--- src/rtl/btn_conditioner_if.sv ---
// Push-button conditioner bus: raw active-low buttons in, debounced level and edge pulses out.
interface btn_conditioner_if #(
  parameter int unsigned N_BTN = 3
);
  logic [N_BTN-1:0] btn_n;
  logic [N_BTN-1:0] btn_level;
  logic [N_BTN-1:0] btn_clean_n;
  logic [N_BTN-1:0] btn_press;
  logic [N_BTN-1:0] btn_release;
  logic             any_press;

  // Board / stimulus side: drives raw buttons, observes conditioned outputs.
  modport master (
    output btn_n,
    input  btn_level,
    input  btn_clean_n,
    input  btn_press,
    input  btn_release,
    input  any_press
  );

  // Conditioner side.
  modport slave (
    input  btn_n,
    output btn_level,
    output btn_clean_n,
    output btn_press,
    output btn_release,
    output any_press
  );
endinterface

--- src/rtl/btn_conditioner.sv ---
// Per-channel synchronizer + debounce counter for bouncing active-low push buttons,
// producing a debounced level (both polarities) and one-cycle press/release pulses.
module btn_conditioner #(
  parameter int unsigned N_BTN           = 3,
  parameter int unsigned DEBOUNCE_CYCLES = 1_000_000
) (
  input  logic               clk,
  input  logic               rstn,
  btn_conditioner_if.slave   bus
);

  localparam int unsigned    CNT_W   = $clog2(DEBOUNCE_CYCLES + 1);
  localparam logic [CNT_W-1:0] CNT_MAX = CNT_W'(DEBOUNCE_CYCLES - 1);

  logic [N_BTN-1:0] sync1_n;
  logic [N_BTN-1:0] sync2_n;
  logic [N_BTN-1:0] sync_lvl;
  logic [N_BTN-1:0] stable;
  logic [N_BTN-1:0] stable_nxt;
  logic [N_BTN-1:0] press_nxt;
  logic [N_BTN-1:0] release_nxt;
  logic [CNT_W-1:0] cnt     [N_BTN];
  logic [CNT_W-1:0] cnt_nxt [N_BTN];

  // Two-flop synchronizer per raw button; resets to the released level.
  always_ff @(posedge clk or negedge rstn) begin
    if (!rstn) begin
      sync1_n <= '1;
      sync2_n <= '1;
    end else begin
      sync1_n <= bus.btn_n;
      sync2_n <= sync1_n;
    end
  end

  assign sync_lvl = ~sync2_n;

  // Debounce rule: agreement clears the count; a full run of disagreement flips the stable state.
  always_comb begin
    stable_nxt = stable;
    for (int i = 0; i < int'(N_BTN); i++) begin
      cnt_nxt[i] = cnt[i];
      if (sync_lvl[i] == stable[i]) begin
        cnt_nxt[i] = '0;
      end else if (cnt[i] == CNT_MAX) begin
        stable_nxt[i] = sync_lvl[i];
        cnt_nxt[i]    = '0;
      end else begin
        cnt_nxt[i] = cnt[i] + CNT_W'(1);
      end
    end
    press_nxt   = stable_nxt & ~stable;
    release_nxt = ~stable_nxt & stable;
  end

  // Stable state and counters; reset drops any pending count.
  always_ff @(posedge clk or negedge rstn) begin
    if (!rstn) begin
      stable <= '0;
      for (int i = 0; i < int'(N_BTN); i++) begin
        cnt[i] <= '0;
      end
    end else begin
      stable <= stable_nxt;
      for (int i = 0; i < int'(N_BTN); i++) begin
        cnt[i] <= cnt_nxt[i];
      end
    end
  end

  // The stable-state register is itself the debounced level output.
  assign bus.btn_level = stable;

  // Registered inverted level and edge pulses, aligned with the stable-state update.
  always_ff @(posedge clk or negedge rstn) begin
    if (!rstn) begin
      bus.btn_clean_n <= '1;
      bus.btn_press   <= '0;
      bus.btn_release <= '0;
      bus.any_press   <= 1'b0;
    end else begin
      bus.btn_clean_n <= ~stable_nxt;
      bus.btn_press   <= press_nxt;
      bus.btn_release <= release_nxt;
      bus.any_press   <= |press_nxt;
    end
  end

endmodule
--- src/flat_wrapper.sv ---
// flat-port wrapper written by rule: the top's interface ports become plain ports
module btn_conditioner_flat 
#(
  parameter int unsigned N_BTN           = 3,
  parameter int unsigned DEBOUNCE_CYCLES = 1_000_000
)
  (clk, rstn, bus_btn_n, bus_btn_level, bus_btn_clean_n, bus_btn_press, bus_btn_release, bus_any_press);
  btn_conditioner_if #(.N_BTN(N_BTN)) bus_i ();
  input  logic clk;
  input  logic rstn;
  input wire logic [$bits(bus_i.btn_n)-1:0] bus_btn_n;
  output wire logic [$bits(bus_i.btn_level)-1:0] bus_btn_level;
  output wire logic [$bits(bus_i.btn_clean_n)-1:0] bus_btn_clean_n;
  output wire logic [$bits(bus_i.btn_press)-1:0] bus_btn_press;
  output wire logic [$bits(bus_i.btn_release)-1:0] bus_btn_release;
  output wire logic [$bits(bus_i.any_press)-1:0] bus_any_press;
  assign bus_i.btn_n = bus_btn_n;
  assign bus_btn_level = bus_i.btn_level;
  assign bus_btn_clean_n = bus_i.btn_clean_n;
  assign bus_btn_press = bus_i.btn_press;
  assign bus_btn_release = bus_i.btn_release;
  assign bus_any_press = bus_i.any_press;
  btn_conditioner #(.N_BTN(N_BTN), .DEBOUNCE_CYCLES(DEBOUNCE_CYCLES)) u_core (.clk(clk), .rstn(rstn), .bus(bus_i));
endmodule
--- config.mk ---
export PLATFORM = sky130hd
export DESIGN_NAME = btn_conditioner_flat
export DESIGN_NICKNAME = d
export VERILOG_FILES = /design/src/rtl/btn_conditioner_if.sv /design/src/rtl/btn_conditioner.sv /design/src/flat_wrapper.sv
export SDC_FILE = /design/constraint.sdc
export NUM_CORES = 1
export LEC_CHECK = 0
export ABC_AREA = 0
export BUFFER_PORTS_ARGS = -buffer_cell sky130_fd_sc_hd__buf_2
export CORE_MARGIN = 4
export CORE_UTILIZATION = 36
export DETAILED_ROUTE_END_ITERATION = 12
export PLACE_DENSITY = 0.52
export SYNTH_ARGS = -nofsm -noshare
export SYNTH_HDL_FRONTEND = slang
export SYNTH_SLANG_ARGS = --single-unit
--- constraint.sdc ---
create_clock -name clk -period 1.9 [get_ports clk]
set_input_delay 0.38 -clock clk [delete_from_list [all_inputs] [get_ports clk]]
set_output_delay 0.38 -clock clk [all_outputs]
set_load 0.005 [all_outputs]
==> results.yml <==
global_route:
  antenna_found_initial: 0
  grt_usage_pct: 13.8
  first_global_vias: 2715
  grt_remaining_overflow: 0
  grt_max_degree: 40
  grt_pass1_wl_mm: 12.9
timing:
  fin_setup_tns_ns: 0
  fin_worst_skew_ns: 0.0108
  maxSlewViolCount: 0
  fin_crit_ns: 1.77
  rsz0062_at_grt: "false"
  min_period_over_period_pct: 93.0
  setup_viol: 0
  relSlewSlack_pct: 73.3
  layout_setup_ws_ns: 0.132
  max_freq_mhz: 566
  worst_pin_slew_ns: 0.397
  holdWs_ns: 0.121
  finalHoldViolCount: 0
power_and_ir_drop:
  power.internal_mw: 2.70
  p_sw_mw: 0.713
  power.density_mw_per_mm2: 783
  power.share.clock_pct: 45.7
  ir_drop_mv: 0.474
  swShare_pct: 20.9
  power_frac_seq_pct: 50.8
  p_total_mw: 3.41
  combPwrFrac_pct: 3.5
  p_leak_nw: 1.82
layout:
  area_delta_synth_final_pct: 18.4
  nFillCells: 968
  fin_nets: 404
  diodes: 0
  drive_above_1_share_pct: 19.2
  layout.cells.non_filler: 534
  postLayoutCellArea_mm2: 0.00436
  fin_util_pct: 44.2
place:
  io_buffers: 17
  place_area_mm2: 0.00409
  pre_cts_ws_ns: 0.153
  hpwl_mm: 5.12
  placed_cells: 517
  gp_congestion: 0.833
floorplan:
  die_area_mm2: 0.0119
  coreArea_mm2: 0.00986
  initial_utilization_pct: 37.3
  row_count: 36
  die_y_um: 109
  die_w_um: 109
  ios: 18
yosys:
  synth_top_area_share_pct: 47.6
  seq_area_frac_synth_pct: 54.0
  synth.avg_cell_area_um2: 10.4
  yosysTopAreaCell: "dfrtp_1"
  ys_ff_latch: 79
  synth_fp_nets: 362
  yosys_warnings: 0
  synth_area_leaders: "dfrtp_1 48%, dfstp_2 6.4%, xnor2_1 6.0%"
  yosysUniqueCellTypes: 39
  ys.flop_type: "dfrtp_1"
  synthArstFlopShare_pct: 100
  synth_edf_count: 0
  synthCells: 354
  syn_area_mm2: 0.00368
worst_setup_path:
  crit_type: "reg2reg"
  startpoint_type: "flop"
  end_kind: "flop"
  critPathMaxFanout: 6
  arrival_ns: 2.04
  crit_required_ns: 2.17
detailed_routing:
  avgViaCountPerCell: 5.06
  vias: 2701
  wire_per_inst_um: 13.8
  ant_nets: 0
  drc: 0
  drt_iter0_markers: 98
  drt_pass1_iterations: 4
  totalWireLength_mm: 7.37
clock_tree:
  numCtsBuffers: 9
  ctsHtreeMaxLevel: 3
  cts_setup_buffers: 0
  cts.sinks: 79
  cts_tree: "built"
  cts_buffer_depth: 2
  insertion_delay_ns: 0.35
  cts_root_buf: "clkbuf_8"
  clk_pin_slew_ns: 0.08
outcome:
  status: "finished clean"
worst_hold_path:
  min_path_type: "in2reg"
run:
  maxCapViolCount: 0
## Yosys cell counts (3+ instances only)
library cell  instances
a21oi_1              14
nand3_1              20
nor4_1               16
nand4_2               3
or3_1                 8
o21ai_0              10
mux2i_1               6
and3_1                6
clkbuf_1              4
and4_1                4
nand2_1              19
a31o_2                3
dfrtp_1              70
nor2_1               50
nor3_1                9
inv_1                14
nand4_1              16
nand4b_1              3
ha_1                  3
dfstp_2               9
xor2_1               18
and2_1                3
or4_4                 3
xnor2_1              25
## final timing paths
kind                                         from           endpoint  slack [ns]  cells after the start
worst max-delay path               u_core.cnt[51]     u_core.cnt[58]        0.13                      4
worst min-delay path                 bus_btn_n[1]  u_core.sync1_n[1]        0.12                      1
worst max register to register     u_core.cnt[51]     u_core.cnt[58]        0.13                      4
worst min register to register  u_core.sync1_n[2]  u_core.sync2_n[2]        0.35                      0
max in group asynchronous                    rstn  u_core.sync1_n[2]        0.82                      3
min in group asynchronous                    rstn     u_core.cnt[14]        0.46                      2
## layout make-up
type	instances	area, µm²	area share [%]
tap	133	166	3.82
inverter	14	52.6	1.21
clock inverter	5	104	2.38
sequential	79	1990	45.6
clock buffer	11	151	3.48
multi-input combinational	256	1620	37.3
timing repair buffer	36	270	6.21
## logic make-up after synthesis
kind of cell    count (synthesis)  share of synthesized area, %
compound gates                 32                          5.17
xor+xnor                       43                          10.2
fa+ha+maj                       3                          1.02
buf+inv                        19                          1.97
flops                          79                          54.0
mux                             6                          1.63
simple gates                  172                          25.9
## cell usage in the layout (no fill, tap or decap), types with 4 or more instances in the layout
cell type	n
dfrtp_1	70
nor2_1	50
xnor2_1	25
nand3_1	20
nand2_1	19
xor2_1	18
nor4_1	16
nand4_1	16
buf_2	16
buf_4	16
inv_1	14
a21oi_1	14
clkbuf_8	11
nor3_1	9
o21ai_0	9
dfstp_2	9
or3_1	8
and3_1	6
mux2i_1	6
and4_1	4
## registers in the layout (all words and copies together), names as in the netlist
register                count
u_core.bus.any_press        1
u_core.bus.btn_level        3
u_core.bus.btn_press        3
u_core.bus.btn_clean_n      3
u_core.bus.btn_release      3
u_core.sync1_n              3
u_core.sync2_n              3
u_core.cnt                 60
## repair_timing
action,CTS,global route
gates resized for setup,0,0
endpoints found under the hold margin,20,0
hold buffers,1,0
## worst max-delay path: stages (launching register included)
cell,delay (ns)
dfrtp_1,0.41
nand2_1,0.15
or4_4,0.57
or4_1,0.41
a21oi_1,0.15
## power by group through the flow
stage               sequential, mW  combinational, mW  clock (mW)
floorplan                     1.76             0.0487           0
detailed placement            1.76              0.124           0
global route                  1.74              0.140        1.68
global placement              1.76              0.124           0
CTS                           1.73              0.126        1.62
finish                        1.73              0.121        1.56
## routing by layer
metal / GRT usage [%] / up-vias / part of all wire (%)
met1: 18.8 / 1314 / 51
met4: 4.87 / 0 / 1.5
met3: 3.67 / 9 / 3.2
li1: - / 1348 / -
met5: 0 / - / 0
met2: 21.1 / 30 / 45
Power figures use the tool's default switching activity.
